## config.mk

```make
export PLATFORM = sky130hd
export DESIGN_NAME = seq_mult_flat
export DESIGN_NICKNAME = d
export VERILOG_FILES = /design/src/rtl/seq_mult_pkg.sv /design/src/rtl/seq_mult_if.sv /design/src/rtl/seq_mult_rca_adder.sv /design/src/rtl/seq_mult.sv /design/src/flat_wrapper.sv
export SDC_FILE = /design/constraint.sdc
export NUM_CORES = 1
export LEC_CHECK = 0
export CAP_MARGIN = 20
export CORE_UTILIZATION = 50
export DETAILED_ROUTE_END_ITERATION = 8
export PLACE_DENSITY = 0.87
export REMOVE_ABC_BUFFERS = 1
export SYNTH_ARGS = -nofsm -noshare
export SYNTH_HDL_FRONTEND = slang
export SYNTH_SLANG_ARGS = --single-unit
```

## constraint.sdc

```tcl
create_clock -name clk -period 2.7 [get_ports clk]
set_input_delay 0.675 -clock clk [delete_from_list [all_inputs] [get_ports clk]]
set_output_delay 0.675 -clock clk [all_outputs]
set_load 0.01 [all_outputs]
```

## src/rtl/seq_mult_pkg.sv

```systemverilog
`default_nettype none
// +----------------------------------------------------------------------------+
// | Module   : seq_mult_pkg                                                    |
// | Purpose  : Shared types and helpers for the sequential shift-add           |
// |            multiplier: FSM state encoding and a constant log2 function     |
// |            used to size the step counter.                                  |
// | Revision : 1.0 - initial release                                           |
// +----------------------------------------------------------------------------+
package seq_mult_pkg;

  typedef enum logic [1:0] {
    IDLE = 2'b00,
    RUN  = 2'b01,
    DONE = 2'b10
  } state_t;

  // Ceiling log2, evaluated at elaboration time. Returns at least 1 so a
  // counter sized with it never collapses to zero width.
  function automatic int clog2(input int value);
    int result;
    result = 1;
    for (int i = 1; i < 32; i++) begin
      if ((32'd1 << i) < value) begin
        result = i + 1;
      end
    end
    return result;
  endfunction

endpackage
`default_nettype wire

```

## src/rtl/seq_mult_if.sv

```systemverilog
`default_nettype none
// +----------------------------------------------------------------------------+
// | Module   : seq_mult_if                                                     |
// | Purpose  : Start/done handshake bundle between a requester and the         |
// |            sequential multiplier.                                          |
// | Ports    : start        - request a new multiplication                     |
// |            multiplicand - operand A (WIDTH bits)                           |
// |            multiplier   - operand B (WIDTH bits)                           |
// |            busy         - multiplication in progress                       |
// |            done         - one-cycle pulse, product valid                   |
// |            product      - last completed result (2*WIDTH bits)             |
// |            master modport drives requests, slave modport is the engine.    |
// | Revision : 1.0 - initial release                                           |
// +----------------------------------------------------------------------------+
interface seq_mult_if #(
  parameter int WIDTH = 4
);

  logic                   start;
  logic [WIDTH-1:0]       multiplicand;
  logic [WIDTH-1:0]       multiplier;
  logic                   busy;
  logic                   done;
  logic [2*WIDTH-1:0]     product;

  modport master (
    output start,
    output multiplicand,
    output multiplier,
    input  busy,
    input  done,
    input  product
  );

  modport slave (
    input  start,
    input  multiplicand,
    input  multiplier,
    output busy,
    output done,
    output product
  );

endinterface
`default_nettype wire

```

## src/rtl/seq_mult_rca_adder.sv

```systemverilog
`default_nettype none
// +----------------------------------------------------------------------------+
// | Module   : rca_adder                                                       |
// | Purpose  : WIDTH-bit ripple-carry adder built from per-bit full-adder      |
// |            cells.                                                          |
// | Ports    : a, b  - addends (WIDTH bits)                                    |
// |            cin   - carry in                                                |
// |            sum   - WIDTH-bit sum                                           |
// |            cout  - carry out of the top bit                                |
// | Revision : 1.0 - initial release                                           |
// +----------------------------------------------------------------------------+
module rca_adder #(
  parameter int WIDTH = 4
) (
  input  logic [WIDTH-1:0] a,
  input  logic [WIDTH-1:0] b,
  input  logic             cin,
  output logic [WIDTH-1:0] sum,
  output logic             cout
);

  logic [WIDTH:0] carry;

  assign carry[0] = cin;

  for (genvar i = 0; i < WIDTH; i++) begin : g_fa_cell
    logic half_sum;
    assign half_sum     = a[i] ^ b[i];
    assign sum[i]       = half_sum ^ carry[i];
    assign carry[i + 1] = (a[i] & b[i]) | (half_sum & carry[i]);
  end

  assign cout = carry[WIDTH];

endmodule
`default_nettype wire

```

## src/rtl/seq_mult.sv

```systemverilog
`default_nettype none
// +----------------------------------------------------------------------------+
// | Module   : seq_mult                                                        |
// | Purpose  : Unsigned WIDTH x WIDTH sequential shift-add multiplier. One     |
// |            add-and-shift step per cycle, WIDTH steps per product.          |
// | Ports    : clk   - rising-edge clock                                       |
// |            rst_n - asynchronous active-low reset                           |
// |            bus   - seq_mult_if.slave (start, operands, busy, done,         |
// |                    product)                                                |
// | Revision : 1.0 - initial release                                           |
// +----------------------------------------------------------------------------+
module seq_mult
  import seq_mult_pkg::*;
#(
  parameter int WIDTH = 4
) (
  input  logic           clk,
  input  logic           rst_n,
  seq_mult_if.slave      bus
);

  localparam int CNT_W = clog2(WIDTH + 1);
  localparam logic [CNT_W-1:0] LAST_STEP = CNT_W'(WIDTH - 1);

  state_t               state;
  state_t               state_next;
  logic [WIDTH-1:0]     areg;
  // {carry, upper half, lower half}
  logic [2*WIDTH:0]     preg;
  logic [CNT_W-1:0]     cnt;
  logic [2*WIDTH-1:0]   product_r;

  logic [WIDTH-1:0]     upper;
  logic [WIDTH-1:0]     lower;
  logic [WIDTH-1:0]     add_sum;
  logic                 add_cout;
  logic                 step_c;
  logic [WIDTH-1:0]     step_upper;
  logic [2*WIDTH:0]     preg_shift;
  logic                 last_step;

  assign upper     = preg[2*WIDTH-1:WIDTH];
  assign lower     = preg[WIDTH-1:0];
  assign last_step = (cnt == LAST_STEP);

  rca_adder #(
    .WIDTH (WIDTH)
  ) u_acc_adder (
    .a    (upper),
    .b    (areg),
    .cin  (1'b0),
    .sum  (add_sum),
    .cout (add_cout)
  );

  // One add-and-shift step. When the multiplier LSB is clear the upper half
  // passes through; the carry slot of preg is always 0 between steps, so
  // reusing it as the pass-through carry keeps c=0.
  always_comb begin
    step_c     = preg[2*WIDTH];
    step_upper = upper;
    if (preg[0]) begin
      step_c     = add_cout;
      step_upper = add_sum;
    end
    preg_shift = {1'b0, step_c, step_upper, lower[WIDTH-1:1]};
  end

  // State register
  always_ff @(posedge clk or negedge rst_n) begin
    if (!rst_n) begin
      state <= IDLE;
    end else begin
      state <= state_next;
    end
  end

  // Next-state logic. A start in DONE is accepted directly for back-to-back
  // operation; a start in RUN is simply not looked at.
  always_comb begin
    state_next = state;
    case (state)
      IDLE:    if (bus.start) state_next = RUN;
      RUN:     if (last_step) state_next = DONE;
      DONE:    state_next = bus.start ? RUN : IDLE;
      default: state_next = IDLE;
    endcase
  end

  // Datapath: operand capture, step counter, shift register, result hold.
  always_ff @(posedge clk or negedge rst_n) begin
    if (!rst_n) begin
      areg      <= '0;
      preg      <= '0;
      cnt       <= '0;
      product_r <= '0;
    end else begin
      case (state)
        IDLE, DONE: begin
          if (bus.start) begin
            areg <= bus.multiplicand;
            preg <= {1'b0, {WIDTH{1'b0}}, bus.multiplier};
            cnt  <= '0;
          end
        end
        RUN: begin
          preg <= preg_shift;
          cnt  <= cnt + CNT_W'(1);
          if (last_step) begin
            product_r <= preg_shift[2*WIDTH-1:0];
          end
        end
        default: ;
      endcase
    end
  end

  // Status outputs decode the state register only.
  assign bus.busy    = (state == RUN);
  assign bus.done    = (state == DONE);
  assign bus.product = product_r;

endmodule
`default_nettype wire

```

## src/flat_wrapper.sv

```systemverilog
// flat-port wrapper written by rule: the top's interface ports become plain ports
module seq_mult_flat import seq_mult_pkg::*;
#(
  parameter int WIDTH = 4
)
  (clk, rst_n, bus_start, bus_multiplicand, bus_multiplier, bus_busy, bus_done, bus_product);
  seq_mult_if #(.WIDTH(WIDTH)) bus_i ();
  input  logic clk;
  input  logic rst_n;
  input wire logic [$bits(bus_i.start)-1:0] bus_start;
  input wire logic [$bits(bus_i.multiplicand)-1:0] bus_multiplicand;
  input wire logic [$bits(bus_i.multiplier)-1:0] bus_multiplier;
  output wire logic [$bits(bus_i.busy)-1:0] bus_busy;
  output wire logic [$bits(bus_i.done)-1:0] bus_done;
  output wire logic [$bits(bus_i.product)-1:0] bus_product;
  assign bus_i.start = bus_start;
  assign bus_i.multiplicand = bus_multiplicand;
  assign bus_i.multiplier = bus_multiplier;
  assign bus_busy = bus_i.busy;
  assign bus_done = bus_i.done;
  assign bus_product = bus_i.product;
  seq_mult #(.WIDTH(WIDTH)) u_core (.clk(clk), .rst_n(rst_n), .bus(bus_i));
endmodule
```

==> results.sh, run 1 <==
export IMPL_run_status="completed"
export IMPL_cts_max_level=1
export IMPL_grt_overflow_total=0
export IMPL_grt_first_pass_wirelength_um=3240
export IMPL_synth_cell_area_um2=1140
export IMPL_fp_coreArea_um2=2040
export IMPL_antenna_found_initial=0
export IMPL_synthMuxAreaShare_pct=12.2
export IMPL_route_detailed_drc=0
export IMPL_routed_wirelength_um=1910
export IMPL_num_io_pins=21
export IMPL_cts_sinks=25
export IMPL_post_synthesis_adder_cell_area_fraction_pct=8.59
export IMPL_port_buffers=20
export IMPL_met2_length_um=925
export IMPL_route_met3_wl_um=96
export IMPL_cts_tree="done"
export IMPL_post_cts_setup_buffers=0
export IMPL_synth_seq_cells=25
export IMPL_finalHoldViolCount=0
export IMPL_netlist_area_leader_share_pct=55.1
export IMPL_seq_area_frac_synth_pct=55.1
export IMPL_route_detailed_vias_per_inst=5.22
export IMPL_p_leak_nw=0.615
export IMPL_yosys_warnings=0
export IMPL_cts_clk_slew_worst_paths_ps=140
export IMPL_die_width_um=49.7
export IMPL_powerDensity_nw_per_um2=1100
export IMPL_detail_route_wirelength_met1_um=878
export IMPL_clk_latency_ps=320
export IMPL_timing_max_cap_violations=0
export IMPL_area_delta_synth_final_pct=21.4
export IMPL_cts_buffers_inserted=3
export IMPL_timing_clock_skew_ps=11.9
export IMPL_cp_max_fo=10
export IMPL_ctsLongestPathBuffers=2
export IMPL_synth_top_cells_by_area="dfrtp_1 (55%), mux2_2 (6.9%), fa_1 (5.3%)"
export IMPL_synthSimpleGateAreaFrac_pct=8.04
export IMPL_report_final_setup_viol=0
export IMPL_highest_signal_layer="met4"
export IMPL_floorplan_initialDensity_pct=55.6
export IMPL_worst_setup_path_type="reg -> out"
export IMPL_maximum_vdd_drop_mv=0.571
export IMPL_synth_compound_area_share_pct=10.6
export IMPL_synthDominantAreaCellType="dfrtp_1"
export IMPL_cts_resized_gates=0
export IMPL_ctsRootBufferMaster="clkbuf_4"
export IMPL_setup_tns_final_ps=0
export IMPL_worst_case_register_to_register_setup_slack_ps=600
export IMPL_critical_path_startpoint_type="register"
export IMPL_synth_xor_xnor_area_share_pct=0
export IMPL_first_global_vias=726
export IMPL_timing_fmax_mhz=400
export IMPL_slew_violations=0
export IMPL_detailroute_via_count=721
export IMPL_dp_hpwl_um=1390
export IMPL_share_of_post_route_cells_with_drive_strength_above_1_pct=13.5
export IMPL_crit_required_ps=2030
export IMPL_grt_max_degree=26
export IMPL_design_die_area_um2=2470
export IMPL_holdCritPathClass="reg -> reg"
export IMPL_total_power_mw=1.52
export IMPL_floorplan_die_height_um=49.7
export IMPL_transition_time_at_the_pin_with_the_least_slew_margin_ps=499
export IMPL_synthDistinctLibCells=23
export IMPL_finalHoldWorstSlack_ps=494
export IMPL_min_period_ps=2500
export IMPL_cp_data_arrival_time_ps=1830
export IMPL_antenna_diode_instance_count=0
export IMPL_slew_headroom_pct=66.6
export IMPL_rows=16
export IMPL_fin_nets=129
export IMPL_detail_route_wl_per_cell_um=13.8
export IMPL_drt_first_iter_violations=8
export IMPL_drt_pre_antenna_iters=4
export IMPL_synth_avg_cell_area_um2=12.6
export IMPL_worstSetupEndpointType="output port"
export IMPL_place_congestion=0.831
export IMPL_drtAntennaViolNets=0
export IMPL_hold_buffers=0
export IMPL_synth_top_family_by_area="multiplexers"
export IMPL_grt_setup_unrepaired="no"
export IMPL_fill_cells=168
export IMPL_syn_instance_count=90
export IMPL_min_period_over_period_pct=92.6
export IMPL_combined_global_route_utilization_of_all_metal_layers_pct=17.6
-- worst paths after layout --
| kind | start | endpoint | cells after the start |
|---|---|---|---|
| worst max-delay path | u_core.state[1] | bus_busy | 3 |
| worst min-delay path | u_core.bus.product[4] | u_core.bus.product[4] | 2 |
| worst max register to register | u_core.preg[4] | u_core.bus.product[6] | 8 |
| worst min register to register | u_core.bus.product[4] | u_core.bus.product[4] | 2 |
| max in group asynchronous | rst_n | u_core.areg[0] | 2 |
| min in group asynchronous | rst_n | u_core.state[0] | 2 |
-- per-layer routing --
| metal | global-route usage [%] | vias to the layer above |
|---|---|---|
| li1 | - | 349 |
| met1 | 22.5 | 353 |
| met2 | 29.1 | 17 |
| met3 | 3.70 | 2 |
| met4 | 7.14 | 0 |
| met5 | 0 | - |
-- area by class of cell --
type                       instances  area [um2]  share of cell area [%]
inverter                           7        33.8                    2.45
timing repair buffer              21         208                    15.1
tap                               27        33.8                    2.45
clock inverter                     1        7.51                   0.544
sequential                        25         626                    45.4
clock buffer                       3        22.5                    1.63
multi-input combinational         54         448                    32.5
-- through the flow --
step                area (um2)  instances  setup WS, ps  utilization, %
detailed placement        1350        134           587            66.1
global placement          1350        134           604            66.1
global route              1380        138           128            67.5
finish                    1380        138           199            67.5
floorplan                 1110         86           732               -
CTS                       1380        138           199            67.5
-- worst max-delay path: stages, from the launching register on --
cell and delay [ps]:
dfrtp_1 410, nand2b_1 350, inv_8 180, clkdlybuf4s50_1 560
-- cells by family (layout without fill, tap and decap cells) --
logic type               after synthesis  in the layout
adder cells (fa/ha/maj)                6              6
AND/OR/NAND/NOR                       17             17
flip-flops                            25             25
AO/OA/AOI/OAI                         18             18
multiplexers                          13             13
buffers and inverters                 11             32
-- Yosys cell counts, drive strengths merged --
library cell  instances
inv                   7
dfrtp                25
fa                    3
buf                   4
nor2b                 1
a22o                  1
o2bb2ai               5
o21bai                1
mux2i                 6
ha                    3
nand2b                1
mux2                  7
nand3b                1
nor2                  2
a221o                 1
o21ai                10
and2b                 1
nand2                11
-- report_power, final --
part	switching (mW)	internal, mW
registers	0.121	0.540
logic	0.336	0.354
clock network	0.114	0.0566
total	0.572	0.951
-- sequential cells by signal (all words and copies together) (netlist names) --
register,cells
u_core.state,2
u_core.bus.product,8
u_core.areg,4
u_core.cnt,3
u_core.preg,8
-- layout by cell type, fill, tap and decap left out, types with 3 or more instances in the layout --
cell type,instances
nand2_1,11
fa_1,3
mux2_2,7
o21ai_0,9
inv_1,6
clkbuf_4,3
clkdlybuf4s50_1,20
mux2i_1,6
dfrtp_1,25
ha_1,3
o2bb2ai_1,5
Note: power is estimated with default switching activity, not from simulation.
==> run 2, diff against run 1 <==
CORE_ASPECT_RATIO = 0.7   (was default)
==> results.sh, run 2 (same netlist as run 1, synthesis figures left out) <==
export IMPL_crit_required_ps=2030
export IMPL_num_io_pins=21
export IMPL_design_die_area_um2=2470
export IMPL_cts_resized_gates=0
export IMPL_ctsLongestPathBuffers=2
export IMPL_worst_path_buf_inv=2
export IMPL_cts_tree="done"
export IMPL_cp_data_arrival_time_ps=1800
export IMPL_drt_pre_antenna_iters=3
export IMPL_rows=14
export IMPL_route_detailed_vias_per_inst=5.04
export IMPL_area_delta_synth_final_pct=21.6
export IMPL_fin_nets=129
export IMPL_min_period_over_period_pct=91.6
export IMPL_critPathTopFamily="buffers and inverters"
export IMPL_maximum_vdd_drop_mv=0.692
export IMPL_floorplan_die_height_um=41.9
export IMPL_slowest_delay_ps=550
export IMPL_antenna_diode_instance_count=0
export IMPL_slew_violations=0
export IMPL_run_status="completed"
export IMPL_cts_clk_slew_worst_paths_ps=140
export IMPL_transition_time_at_the_pin_with_the_least_slew_margin_ps=571
export IMPL_p_leak_nw=0.616
export IMPL_dp_hpwl_um=1560
export IMPL_total_power_mw=1.54
export IMPL_antenna_found_initial=0
export IMPL_holdCritPathClass="reg -> reg"
export IMPL_drtAntennaViolNets=0
export IMPL_grt_setup_unrepaired="no"
export IMPL_drt_first_iter_violations=15
export IMPL_powerDensity_nw_per_um2=1110
export IMPL_cts_max_level=1
export IMPL_setup_tns_final_ps=0
export IMPL_grt_overflow_total=0
export IMPL_worst_setup_path_type="reg -> out"
export IMPL_fp_coreArea_um2=2150
export IMPL_report_final_setup_viol=0
export IMPL_first_global_vias=757
export IMPL_place_congestion=0.723
export IMPL_finalHoldViolCount=0
export IMPL_cp_max_fo=10
export IMPL_clk_latency_ps=320
export IMPL_critical_path_startpoint_type="register"
export IMPL_post_cts_setup_buffers=0
export IMPL_share_of_post_route_cells_with_drive_strength_above_1_pct=12.6
export IMPL_timing_fmax_mhz=404
export IMPL_grt_first_pass_wirelength_um=3550
export IMPL_port_buffers=20
export IMPL_min_period_ps=2470
export IMPL_cts_sinks=25
export IMPL_route_detailed_drc=0
export IMPL_timing_clock_skew_ps=13.9
export IMPL_cp_cell_sequence="nand2b_1 > inv_8 > clkdlybuf4s50_1"
export IMPL_routed_wirelength_um=2140
export IMPL_combined_global_route_utilization_of_all_metal_layers_pct=20.5
export IMPL_floorplan_initialDensity_pct=52.7
export IMPL_crit_slowest_cell="clkdlybuf4s50_1"
export IMPL_place_area_um2=1360
export IMPL_grt_max_degree=26
export IMPL_layout_commonest_cell="dfrtp_1"
export IMPL_worstSetupEndpointType="output port"
export IMPL_cts_buffers_inserted=3
export IMPL_die_width_um=59.0
export IMPL_ctsRootBufferMaster="clkbuf_4"
export IMPL_layout_cells_most_common_list="dfrtp_1 (25), clkdlybuf4s50_1 (20), nand2_1 (11)"
export IMPL_detail_route_wl_per_cell_um=15.0
export IMPL_timing_max_cap_violations=0
export IMPL_hold_buffers=0
export IMPL_finalInstanceArea_um2=1380
export IMPL_detailroute_via_count=721
export IMPL_slew_headroom_pct=61.8
-- run 2: cell count changes in the layout (fill, tap and decap cells not counted) --
cell,before,now
clkinvlp_4,1,0
clkbuf_1,0,1
-- run 2: metal layers --
layer / global-route usage [%] / vias to the layer above / wire [um]
met3: 6.54 / 2 / 74
met1: 26.7 / 353 / 974
met2: 33.6 / 15 / 1080
met4: 4.29 / 0 / 13
li1: - / 351 / -
met5: 0 / - / 0
-- run 2: worst register-to-register path, cell delays in order, from the launching register on --
cell,delay (ps)
dfrtp_1,430
ha_1,200
inv_1,60
fa_1,160
inv_1,50
fa_1,380
fa_1,430
mux2i_1,180
o21ai_0,120
-- run 2: worst paths after layout --
path	to	slack, ps	start	depth (start not counted)
worst min-delay path	u_core.bus.product[4]	520	u_core.bus.product[4]	2
min in group asynchronous	u_core.bus.product[3]	700	rst_n	2
worst max-delay path	bus_busy	230	u_core.state[1]	3
max in group asynchronous	u_core.cnt[1]	1750	rst_n	2
worst max register to register	u_core.bus.product[6]	550	u_core.preg[4]	8
worst min register to register	u_core.bus.product[4]	520	u_core.bus.product[4]	2
-- run 2: final cells by class --
| class | instances | area [um2] |
|---|---|---|
| Fill cell | 191 | 773 |
| Sequential cell | 25 | 626 |
| Multi-Input combinational cell | 54 | 448 |
| Timing Repair Buffer | 21 | 208 |
| Tap cell | 32 | 40.0 |
| Inverter | 7 | 33.8 |
| Clock buffer | 4 | 26.3 |
-- run 2: through the flow --
| step | hold slack (ps) | util (%) | setup slack (ps) | std cells |
|---|---|---|---|---|
| floorplan | 379 | - | 732 | 86 |
| global placement | 463 | 62.9 | 606 | 139 |
| detailed placement | 486 | 62.9 | 548 | 139 |
| CTS | 523 | 64.1 | 213 | 143 |
| global route | 531 | 64.1 | 111 | 143 |
| finish | 517 | 64.1 | 227 | 143 |
-- run 2: power by group --
part	switching [mW]	total [mW]	internal [mW]	leakage (nW)
clock	0.109	0.167	0.0578	0.0150
combinational	0.343	0.699	0.357	0.287
sequential	0.130	0.671	0.541	0.314
==> run 3, diff against run 2 <==
CELL_PAD_IN_SITES_DETAIL_PLACEMENT = 1   (was default)
CELL_PAD_IN_SITES_GLOBAL_PLACEMENT = 1   (was default)
CORE_UTILIZATION = 48   (was 50)
DONT_BUFFER_PORTS = 1   (was default)
PLACE_DENSITY = 0.85   (was 0.87)
==> results.sh, run 3 (same netlist as run 1, synthesis figures left out) <==
export IMPL_place_congestion=0.736
export IMPL_num_io_pins=21
export IMPL_holdCritPathClass="in -> async"
export IMPL_slew_headroom_pct=59.6
export IMPL_design_die_area_um2=2570
export IMPL_fin_nets=109
export IMPL_worstSetupStartpoint="u_core.preg[4]"
export IMPL_post_cts_setup_buffers=0
export IMPL_worst_slack_ps=502
export IMPL_fp_coreArea_um2=2190
export IMPL_cts_buffers_inserted=3
export IMPL_grt_max_degree=26
export IMPL_cp_max_fo=3
export IMPL_fill_cells=232
export IMPL_layout_cells_most_common_list="dfrtp_1 (25), nand2_1 (11), o21ai_0 (9)"
export IMPL_detail_route_wl_per_cell_um=16.9
export IMPL_timing_fmax_mhz=455
export IMPL_pre_cts_slack_ps=538
export IMPL_min_period_ps=2200
export IMPL_antenna_found_initial=0
export IMPL_grt_setup_unrepaired="no"
export IMPL_run_status="completed"
export IMPL_share_of_post_route_cells_with_drive_strength_above_1_pct=16.5
export IMPL_maximum_vdd_drop_mv=0.425
export IMPL_slew_violations=0
export IMPL_transition_time_at_the_pin_with_the_least_slew_margin_ps=604
export IMPL_die_width_um=60.2
export IMPL_drt_pre_antenna_iters=3
export IMPL_report_final_setup_viol=0
export IMPL_dp_hpwl_um=1520
export IMPL_area_delta_synth_final_pct=5.18
export IMPL_combined_global_route_utilization_of_all_metal_layers_pct=19.7
export IMPL_timing_max_cap_violations=0
export IMPL_floorplan_die_height_um=42.7
export IMPL_drtAntennaViolNets=0
export IMPL_critical_path_startpoint_type="register"
export IMPL_setup_tns_final_ps=0
export IMPL_cts_sinks=25
export IMPL_route_detailed_drc=0
export IMPL_ctsRootBufferMaster="clkbuf_4"
export IMPL_rows=14
export IMPL_reg2reg_launch_point="u_core.preg[4]"
export IMPL_grt_overflow_total=0
export IMPL_detailroute_via_count=666
export IMPL_antenna_diode_instance_count=0
export IMPL_cts_clk_slew_worst_paths_ps=140
export IMPL_clk_latency_ps=330
export IMPL_crit_required_ps=2890
export IMPL_ctsLongestPathBuffers=2
export IMPL_grt_first_pass_wirelength_um=3470
export IMPL_min_period_over_period_pct=81.4
export IMPL_worstSetupEndpointType="register"
export IMPL_route_detailed_vias_per_inst=5.41
export IMPL_port_buffers=0
export IMPL_finalHoldViolCount=0
export IMPL_floorplan_initialDensity_pct=51.9
export IMPL_cp_data_arrival_time_ps=2390
export IMPL_cts_max_level=1
export IMPL_drt_first_iter_violations=9
export IMPL_p_leak_nw=0.547
export IMPL_cts_tree="done"
export IMPL_routed_wirelength_um=2080
export IMPL_layout_commonest_cell="dfrtp_1"
export IMPL_powerDensity_nw_per_um2=1180
export IMPL_first_global_vias=694
export IMPL_timing_clock_skew_ps=14.0
export IMPL_worst_setup_path_type="reg -> reg"
[run 3: power breakdown]
| part | internal (mW) | switching [mW] | total (mW) | leakage [nW] |
|---|---|---|---|---|
| logic | 0.245 | 0.303 | 0.548 | 0.215 |
| clock network | 0.0556 | 0.110 | 0.166 | 0.0177 |
| registers | 0.541 | 0.154 | 0.694 | 0.314 |
| total | 0.841 | 0.567 | 1.41 | 0.547 |
[run 3: cell type report]
| type | instances | area [um2] | share of cell area, % |
|---|---|---|---|
| sequential | 25 | 626 | 52.4 |
| multi-input combinational | 54 | 448 | 37.5 |
| tap | 32 | 40.0 | 3.35 |
| inverter | 7 | 33.8 | 2.83 |
| clock buffer | 3 | 22.5 | 1.88 |
| timing repair buffer | 1 | 20.0 | 1.68 |
| clock inverter | 1 | 5.00 | 0.419 |
[run 3: layer usage]
layer	global-route usage [%]	vias to the layer above	routed length, um	share of wire [%]
met1	27.3	337	930	45
li1	-	309	-	-
met5	0	-	0	0
met4	5.58	0	19	0.92
met3	8.84	4	139	6.7
met2	27.7	16	986	48
[run 3: timing repair]
action / 4_1_cts / 5_1_grt
setup endpoints to repair: 0 / 0
hold buffers: 0 / 1
endpoints found under the hold margin: 0 / 25
gates resized for setup: 0 / 0
[run 3: metrics by stage]
stage / hold slack (ps) / total power, mW / util (%) / cell area [um2] / instances
detailed placement: 380 / 1.25 / 52.4 / 1150 / 118
CTS: 2.25 / 1.42 / 53.7 / 1170 / 122
global placement: 380 / 1.19 / 52.4 / 1150 / 118
floorplan: 379 / 1.10 / - / 1110 / 86
finish: 129 / 1.41 / 54.6 / 1190 / 123
global route: 113 / 1.53 / 54.6 / 1190 / 123
[run 3: path summary, 6_finish.rpt]
kind	to	slack (ps)	cells after the start
setup / recovery	u_core.bus.product[6]	500	8
setup reg to reg	u_core.bus.product[6]	500	8
max in group asynchronous	u_core.areg[3]	2410	1
min in group clk	u_core.areg[1]	460	2
hold reg to reg	u_core.cnt[1]	530	1
hold / removal	u_core.bus.product[3]	130	1
[run 3: critical path, stage by stage (launching register included)]
cell,delay [ps]
dfrtp_1,430
ha_1,210
inv_1,80
fa_1,170
inv_1,50
fa_1,380
fa_1,440
mux2i_1,190
o21ai_0,100
